### src/rtl/rf_wb_ctrl_pkg.sv
// Shared core defines for the writeback controller: requester count,
// data width, register index width and the requester index enum.
package rf_wb_ctrl_pkg;

    localparam int NREQ      = 3;
    localparam int XLEN      = 64;
    localparam int REG_IDX_W = 5;

    // Writeback requester slots; the index is the bit position in req_valid/req_ready.
    typedef enum logic [1:0] {
        REQ_EXU = 2'd0,
        REQ_LSU = 2'd1,
        REQ_MDU = 2'd2
    } req_idx_e;

endpackage

### src/rtl/rf_wb_ctrl_rr_arb.sv
// Round-robin arbiter. The search starts one slot past the last granted
// requester; the pointer only moves when the caller reports an accepted
// transfer through advance. Grants are forced low while rst_n is low.
module rr_arb #(
    parameter int N = 3
) (
    input  logic         clk,
    input  logic         rst_n,
    input  logic [N-1:0] valid,
    input  logic         advance,
    output logic [N-1:0] grant
);

    localparam int IW = (N > 1) ? $clog2(N) : 1;

    logic [IW-1:0] last_r;
    logic [IW-1:0] grant_idx_s;
    logic [N-1:0]  grant_s;
    logic          found_s;
    int            idx_s;

    // Rotating priority search starting after the last winner.
    always_comb begin
        grant_s     = '0;
        grant_idx_s = last_r;
        found_s     = 1'b0;
        idx_s       = 0;
        for (int k = 1; k <= N; k++) begin
            idx_s = (int'(last_r) + k) % N;
            if (!found_s && valid[IW'(idx_s)]) begin
                found_s             = 1'b1;
                grant_s[IW'(idx_s)] = 1'b1;
                grant_idx_s         = IW'(idx_s);
            end else begin
                found_s = found_s;
            end
        end
    end

    assign grant = rst_n ? grant_s : '0;

    // Last-grant pointer; reset value N-1 gives requester 0 first priority.
    always_ff @(posedge clk or negedge rst_n) begin
        if (!rst_n) begin
            last_r <= IW'(N - 1);
        end else if (advance) begin
            last_r <= grant_idx_s;
        end else begin
            last_r <= last_r;
        end
    end

endmodule

### src/rtl/rf_wb_ctrl.sv
// Register-file writeback controller: arbitrates EXU/LSU/MDU writebacks
// onto the single regfile write port (one registered write per cycle),
// drops writes to x0, and tracks pending destinations in a scoreboard.
// Optional feature macro RF_WB_BYPASS_EN adds forwarding of the write
// currently on the regfile port and masks busy for forwarded operands.
module rf_wb_ctrl
    import rf_wb_ctrl_pkg::*;
#(
    parameter int NREQ = rf_wb_ctrl_pkg::NREQ,
    parameter int XLEN = rf_wb_ctrl_pkg::XLEN
) (
    input  logic                 core_clk,
    input  logic                 core_rst_n,
    input  logic [NREQ-1:0]      req_valid,
    output logic [NREQ-1:0]      req_ready,
    input  logic [NREQ*5-1:0]    req_rd,
    input  logic [NREQ*XLEN-1:0] req_data,
    input  logic                 iss_valid,
    input  logic [4:0]           iss_rd,
    input  logic                 flush,
    input  logic [4:0]           rs1_addr,
    input  logic [4:0]           rs2_addr,
    output logic                 rs1_busy,
    output logic                 rs2_busy,
`ifdef RF_WB_BYPASS_EN
    output logic                 rs1_fwd,
    output logic                 rs2_fwd,
    output logic [XLEN-1:0]      rs1_fwd_data,
    output logic [XLEN-1:0]      rs2_fwd_data,
`endif
    output logic                 rf_wen,
    output logic [4:0]           rf_waddr,
    output logic [XLEN-1:0]      rf_wdata
);

    logic [NREQ-1:0]      grant_s;
    logic                 accept_s;
    logic [REG_IDX_W-1:0] sel_rd_s;
    logic [XLEN-1:0]      sel_data_s;
    logic                 rf_wen_r;
    logic [REG_IDX_W-1:0] rf_waddr_r;
    logic [XLEN-1:0]      rf_wdata_r;
    logic [31:0]          sb_r;
    logic [31:0]          sb_nxt_s;

    rr_arb #(.N(NREQ)) u_rr_arb (
        .clk     (core_clk),
        .rst_n   (core_rst_n),
        .valid   (req_valid),
        .advance (accept_s),
        .grant   (grant_s)
    );

    // Grants only go to valid requesters, so any grant is an accepted transfer.
    assign req_ready = grant_s;
    assign accept_s  = |grant_s;

    // Select destination and data of the granted requester.
    always_comb begin
        sel_rd_s   = '0;
        sel_data_s = '0;
        for (int i = 0; i < NREQ; i++) begin
            if (grant_s[i]) begin
                sel_rd_s   = req_rd[i*REG_IDX_W +: REG_IDX_W];
                sel_data_s = req_data[i*XLEN +: XLEN];
            end else begin
                sel_rd_s   = sel_rd_s;
                sel_data_s = sel_data_s;
            end
        end
    end

    // Regfile write port register; x0 writes are accepted but never strobed.
    always_ff @(posedge core_clk or negedge core_rst_n) begin
        if (!core_rst_n) begin
            rf_wen_r   <= 1'b0;
            rf_waddr_r <= 5'd0;
            rf_wdata_r <= '0;
        end else if (accept_s) begin
            rf_wen_r   <= (sel_rd_s != 5'd0);
            rf_waddr_r <= sel_rd_s;
            rf_wdata_r <= sel_data_s;
        end else begin
            rf_wen_r   <= 1'b0;
            rf_waddr_r <= rf_waddr_r;
            rf_wdata_r <= rf_wdata_r;
        end
    end

    assign rf_wen   = rf_wen_r;
    assign rf_waddr = rf_waddr_r;
    assign rf_wdata = rf_wdata_r;

    // Scoreboard next state: flush beats everything, a set beats a same-index clear.
    always_comb begin
        sb_nxt_s = sb_r;
        if (flush) begin
            sb_nxt_s = 32'd0;
        end else begin
            if (rf_wen_r) begin
                sb_nxt_s[rf_waddr_r] = 1'b0;
            end else begin
                sb_nxt_s = sb_nxt_s;
            end
            if (iss_valid && (iss_rd != 5'd0)) begin
                sb_nxt_s[iss_rd] = 1'b1;
            end else begin
                sb_nxt_s = sb_nxt_s;
            end
        end
        sb_nxt_s[0] = 1'b0;
    end

    // Scoreboard register.
    always_ff @(posedge core_clk or negedge core_rst_n) begin
        if (!core_rst_n) begin
            sb_r <= 32'd0;
        end else begin
            sb_r <= sb_nxt_s;
        end
    end

`ifdef RF_WB_BYPASS_EN
    assign rs1_fwd      = rf_wen_r && (rf_waddr_r == rs1_addr) && (rs1_addr != 5'd0);
    assign rs2_fwd      = rf_wen_r && (rf_waddr_r == rs2_addr) && (rs2_addr != 5'd0);
    assign rs1_fwd_data = rf_wdata_r;
    assign rs2_fwd_data = rf_wdata_r;
    assign rs1_busy     = sb_r[rs1_addr] & ~rs1_fwd;
    assign rs2_busy     = sb_r[rs2_addr] & ~rs2_fwd;
`else
    assign rs1_busy     = sb_r[rs1_addr];
    assign rs2_busy     = sb_r[rs2_addr];
`endif

endmodule
### config.mk
export PLATFORM = sky130hd
export DESIGN_NAME = rf_wb_ctrl
export DESIGN_NICKNAME = d
export VERILOG_FILES = /design/src/rtl/rf_wb_ctrl_pkg.sv /design/src/rtl/rf_wb_ctrl_rr_arb.sv /design/src/rtl/rf_wb_ctrl.sv
export SDC_FILE = /design/constraint.sdc
export NUM_CORES = 1
export LEC_CHECK = 0
export CORE_AREA = 2 2 117 119
export DETAILED_ROUTE_END_ITERATION = 8
export DIE_AREA = 0 0 119 121
export DONT_BUFFER_PORTS = 1
export GPL_ROUTABILITY_DRIVEN = 0
export SLEW_MARGIN = 20
export SYNTH_ARGS = -nofsm -noshare
export SYNTH_HDL_FRONTEND = slang
export SYNTH_HIERARCHICAL = 1
export SYNTH_SLANG_ARGS = --single-unit
### constraint.sdc
create_clock -name core_clk -period 2.7 [get_ports core_clk]
set_input_delay 0.675 -clock core_clk [delete_from_list [all_inputs] [get_ports core_clk]]
set_output_delay 0.675 -clock core_clk [all_outputs]
set_load 0.01 [all_outputs]
# ---- Yosys cells after proc, flatten, opt, wreduce, memory -nomap -nowiden
# Cells that the tools add are included.
dict set report word_totals {
  reg_bits 103
  latchBits 0
  ramBits 0
  romBits 0
  inputBits 229
  output_inout_bits 75
  word_cells 86
  memories 0
}
dict set report classes {
  n_addsub 3
  n_mul 0
  n_div 3
  n_lt_le_gt_ge 12
  n_eq_ne 0
  shift 0
  mux 43
  bitwise 5
  n_reduce_logical 15
}
# operator count
set op_table {}
lappend op_table {{64-bit two-way mux} 3}
lappend op_table {{32-bit two-way mux} 4}
lappend op_table {{32-bit by 3-bit remainder unit with 32-bit output (second input constant)} 3}
lappend op_table {{32-bit AND} 1}
lappend op_table {{32-bit inverter} 1}
lappend op_table {{32-bit OR} 1}
lappend op_table {{5-bit by 6-bit less-than comparator with 1-bit output (second input constant)} 4}
lappend op_table {{1-bit two-way mux} 16}
lappend op_table {{5-bit two-way mux} 3}
lappend op_table {{2-bit by 4-bit less-than comparator with 1-bit output (second input constant)} 3}
lappend op_table {{3-bit two-way mux} 4}
lappend op_table {{1-bit binary-select mux with 5-bit select} 2}
lappend op_table {{1-bit demux with 5-bit select} 2}
lappend op_table {{5-bit by 1-bit >= comparator with 1-bit output (second input constant)} 2}
lappend op_table {{5-bit nonzero test} 2}
lappend op_table {{1-bit logical AND} 8}
lappend op_table {{2-bit by 2-bit adder with 3-bit output (second input constant)} 2}
lappend op_table {{1-bit binary-select mux with 2-bit select} 3}
lappend op_table {{1-bit demux with 2-bit select} 3}
lappend op_table {{2-bit by 1-bit >= comparator with 1-bit output (second input constant)} 3}
lappend op_table {{2-bit two-way mux} 3}
lappend op_table {{3-bit OR} 2}
lappend op_table {{2-bit by 1-bit adder with 3-bit output (second input constant)} 1}
lappend op_table {{3-bit nonzero test} 1}
lappend op_table {{other kinds (3)} 4}

# ---- Depth between registers and ports, before layout
dict set report depth {
  ltp_word 18
  mapped_depth 13
  mapped_depth_nobuf 11
}

# ---- Modules after synthesis
# The synthesis kept the hierarchy.
# module instances cells_per_inst area_per_inst_um2 seq_area_each_um2
set by_module_without_submodules {}
lappend by_module_without_submodules {rf_wb_ctrl 1 563 5230.0 2527.4}
lappend by_module_without_submodules {rr_arb 1 44 367.9 51.3}

# ---- Least setup slack after synthesis
# OpenSTA, ideal clock, no wires.
dict set report synth_timing {
  path_type {reg2reg}
  startpoint {register u_rr_arb.last_r[1]}
  endpoint {register u_rr_arb.last_r[1]}
  setup_time_ns 0.079
  t_arrival_ns 3.002
  t_required_ns 2.621
  setup_slack_ns -0.381
  stages_incl_launch_ff 12
  n_path_buf 1
  synth_period_minus_slack_ns 3.081
  cell_sequence {dfstp_2 -> ha_1 -> mux2_4 -> a222oi_1 -> a41oi_1 -> nor2b_1 -> nor3_4 -> inv_1 -> clkbuf_1 -> inv_1 -> a21o_2 -> a22o_1}
}
dict set report synth_between {
  elab_chain_cells 15
  word_cells_on_any_way 48
  classes_between {add/sub: 3; div: 3; order compare: 6; mux: 24; bitwise: 2; reduce/logical: 10}
}
# item line
set synth_rtl {}
lappend synth_rtl {{start, declared} rf_wb_ctrl_rr_arb.sv:16} ;# logic [IW-1:0] last_r;
lappend synth_rtl {{start signal, assigned} rf_wb_ctrl_rr_arb.sv:45} ;# last_r <= IW'(N - 1);
lappend synth_rtl {{start signal, assigned} rf_wb_ctrl_rr_arb.sv:47} ;# last_r <= grant_idx_s;
lappend synth_rtl {{start signal, assigned} rf_wb_ctrl_rr_arb.sv:49} ;# last_r <= last_r;
lappend synth_rtl {{parallel branches: the longest is 11 deep, another holds 32-bit by 3-bit remainder unit with 32-bit output} -}
lappend synth_rtl {{3-bit two-way mux (*)} rf_wb_ctrl_rr_arb.sv:30} ;# if (!found_s && valid[IW'(idx_s)]) begin
lappend synth_rtl {{3-bit two-way mux (*)} rf_wb_ctrl_rr_arb.sv:40} ;# assign grant = rst_n ? grant_s : '0;
lappend synth_rtl {{net req_ready[1]} rf_wb_ctrl.sv:15} ;# output logic [NREQ-1:0] req_ready,
lappend synth_rtl {{3-bit OR reduction (*)} rf_wb_ctrl.sv:56} ;# assign accept_s = |grant_s;
lappend synth_rtl {{net accept_s} rf_wb_ctrl.sv:37} ;# logic accept_s;
lappend synth_rtl {{2-bit AND reduction (no line) (*)} -}
# Mark *: on every way through the listed nets, which the timed path passes. The select of a mux whose other input is x is not followed.
# A chain may end at the register's enable or synchronous reset.

# ---- Worst setup path in the final report
dict set report layout_timing {
  startpoint {register u_rr_arb.last_r[1]}
  endpoint {output req_ready[1]}
}
dict set report layout_between {
  elab_chain_cells 13
  word_cells_on_any_way 42
  classes_between {add/sub: 3; div: 3; order compare: 6; mux: 21; bitwise: 2; reduce/logical: 7}
}
# item line
set layout_rtl {}
lappend layout_rtl {{parallel branches: the longest is 11 deep, another holds 32-bit by 3-bit remainder unit with 32-bit output} -}
lappend layout_rtl {{3-bit two-way mux (*)} rf_wb_ctrl_rr_arb.sv:30}
lappend layout_rtl {{3-bit two-way mux (*)} rf_wb_ctrl_rr_arb.sv:40}
lappend layout_rtl {{end, declared} rf_wb_ctrl.sv:15}
# Every way passes the cells marked *. The select of a mux whose other input is x is not followed.

==> flow_summary.yaml <==
status:
  status: "complete, but fails checks"
  violations: "setup timing"
critical_path:
  cp-endpoint: "req_ready[1]"
  slowest_delay_ns: 0.58
  regToRegEndpoint: "rf_wdata[17]"
  worst_r2r_startpoint: "u_rr_arb/last_r[0]"
  crit_fanout: 7
  setup.worst_path.start: "u_rr_arb/last_r[1]"
  r2r_cells: 13
  cp.required_ns: 2.03
  arrival_ns: 2.40
  ff2ff_setup_slack_ns: -0.24
  setup.worst_path.end_class: "output port"
  cpMaxStageDelayCell: "dfstp_2"
  cp_cell_sequence: "ha_4, mux2_4, a222oi_1, buf_4, a41oi_4, nor2b_4, buf_6"
  worst-setup-path-type: "flop to output port"
  cp-start-kind: "flop"
logic_synthesis:
  synth_top_area_cell: "dfrtp_1"
  synth_nets: 840
  synth.distinct_cells: 49
  synth_common_cells: "o22ai_1 (128), a21oi_1 (104), dfrtp_1 (102)"
  yosysMostFrequentCell: "o22ai_1"
  synth_top_family_by_area: "compound AO/OA/AOI/OAI gates"
  yosysSeqAreaShare_pct: 46.07
  netlist_top_cells_area: "dfrtp_1 (46%), o22ai_1 (14%), a21oi_1 (9.3%)"
  synth_edf_count: 0
  avgSynthCellArea_um2: 9.222
  synth.area.mux_share_pct: 6.482
  ys_async_sr_fraction_pct: 100.0
  yosys.area_share.simple_pct: 10.93
  synth_area_mm2: 0.005598
  synthCells: 607
  synth_xor_area_share_pct: 0
  yosys_most_used_dff: "dfrtp_1"
  synth_seq_cells: 103
  synth_compound_area_share_pct: 30.98
  synthAdderAreaFrac_pct: 0.8941
  yosys_warnings: 6
  netlist.area_leader.share_pct: 45.60
clock_tree:
  cts_tree: "built"
  clock_latency_ns: 0.35
  cts_buffer_depth: 2
  cts.sinks: 103
  hold_buffers: 0
  root_buffer: "clkbuf_16"
  cts-htree-levels: 3
  cts_buffers: 9
  clk_pin_slew_ns: 0.07
global_route:
  grt.total_usage_pct: 30.30
  antenna_found_initial: 0
  globalRouteOverflowTotal: 0
  grt_pass1_wl_mm: 32.50
  grt_pass1_vias: 5511
  grt_max_degree: 107
sta:
  fin_ws_ns: -0.3733
  fmax_mhz: 325.4
  post-route-min-period_ns: 3.073
  rsz0062_at_grt: "true"
  finalHoldViolations: 0
  finalMaxSlewViolations: 0
  min_period_over_period_pct: 113.8
  finClkSkew_ns: 0.006431
  relSlewSlack_pct: 64.82
  worst_pin_slew_ns: 0.5203
  finalSetupViolCount: 70
route:
  post-route-drc-count: 0
  top_layer_used: "met4"
  firstDrtPassIters: 5
  met2_length_mm: 11.51
  drt-vias-per-instance: 6.977
  routedWlPerCell_um: 29.52
  num_vias: 5679
  met3_length_mm: 2.617
  wl_met1_mm: 9.129
  ant_nets: 0
  routed_wl_mm: 24.03
  first_iter_violations: 487
floorplanning:
  dieWidth_um: 119
  pin_count: 304
  dieArea_mm2: 0.01440
  die_h_um: 121
  core_area_mm2: 0.01309
  start_util_pct: 42.78
  fp-row-count: 42
place:
  io_buffers: 0
  place_inst: 760
  post-place-ws_ns: -0.1534
  dp_hpwl_mm: 14.18
final_layout:
  num_antenna_cells: 0
  fin_cells: 814
  syn2layout_area_growth_pct: 33.73
  nets: 868
  drive_gt1_share_pct: 28.68
job:
  drv_cap: 0
hold_path:
  hold_class: "input pin to asynchronous set/reset pin"
power:
  peakVddDrop_v: 0.0007334
  leakage_nw: 2.868
  p_per_area_mw_per_mm2: 1265
-- worst min path at each step --
stage / startpoint / to / slack, ns / cells past startpoint
3_5_place_dp: core_rst_n / rf_wdata[4] / 0.38 / 0
6_report: core_rst_n / rf_wdata[4] / 0.02 / 0
2_1_floorplan: core_rst_n / rf_waddr[0] / 0.38 / 0
3_3_place_gp: core_rst_n / rf_wdata[7] / 0.38 / 0
5_1_grt: core_rst_n / rf_wdata[4] / 0.002 / 0
4_1_cts: core_rst_n / rf_wdata[4] / 0.006 / 0
-- state kept, by name (all words and copies together) (netlist names) --
register	cells
rf_waddr	5
rf_wdata	64
rf_wen	1
sb_r	31
u_rr_arb/last_r	2
-- cell usage in the layout (no fill, tap or decap), drive strengths merged, types with 4 or more instances in the layout --
cell    count
nand3b     13
nand3      11
a31oi       5
and3b       4
nor2b      10
a22oi       5
mux4        6
o22ai     128
dfrtp     102
ha          4
nand2b      5
a21o        5
clkbuf     15
inv        12
nand2      45
nor2        7
o21ai      34
buf        62
nor3b       5
a21oi     104
mux2i      19
-- cell families (layout without fill, tap and decap cells) --
logic type	after synthesis	after routing
AND/OR/NAND/NOR	112	112
AO/OA/AOI/OAI	297	297
flip-flops	103	103
buffers and inverters	63	94
multiplexers	28	28
adder cells (fa/ha/maj)	4	4
-- layout make-up --
| class | instances | area, µm² |
|---|---|---|
| inverters | 12 | 62.56 |
| flip-flops and latches | 103 | 2579 |
| repair buffers | 67 | 945.9 |
| multi-input cells | 441 | 3376 |
| well taps | 176 | 220.2 |
| repair inverters | 1 | 6.256 |
| clock buffers | 11 | 252.7 |
| fillers | 1098 | 5599 |
| clock inverters | 3 | 43.79 |
-- routing by layer --
| metal | vias to the layer above | global-route usage (%) |
|---|---|---|
| li1 | 2399 | - |
| met1 | 2805 | 38.52 |
| met2 | 409 | 48.02 |
| met3 | 66 | 9.164 |
| met4 | 0 | 13.02 |
| met5 | - | 0 |
-- repair_timing --
action	CTS	global route
pin swaps	77	15
setup buffers	51	7
gates resized for setup	78	54
setup endpoints to repair	71	75
gates cloned	12	7
-- worst max-delay path: cells and delay by family (launching register included) --
family          cells  cell delay (ns)
flops               1             0.58
compound gates      2             0.44
buf+inv             2             0.34
mux                 1             0.29
fa+ha+maj           1             0.23
simple gates        1             0.16
-- metrics by stage --
step	instance area [µm²]	total power [mW]	util (%)	hold WS (ns)	TNS, ns
6_report	7486	9.467	57.21	0.01739	-10.04
5_1_grt	7486	9.845	57.21	0.002297	-17.28
4_1_cts	7032	8.406	53.74	0.005532	-6.460
3_5_place_dp	5902	5.776	45.10	0.3807	-5.837
3_3_place_gp	5902	5.667	45.10	0.3813	-1.187
2_1_floorplan	5663	4.908	-	0.3794	-4.186
-- power breakdown --
group	switching, mW	total [mW]	internal [mW]	leakage [nW]
sequential	0.907	3.02	2.11	1.23
combinational	2.54	5.11	2.57	1.49
clock	0.578	1.34	0.760	0.147
Note: power is estimated with default switching activity, not from simulation.
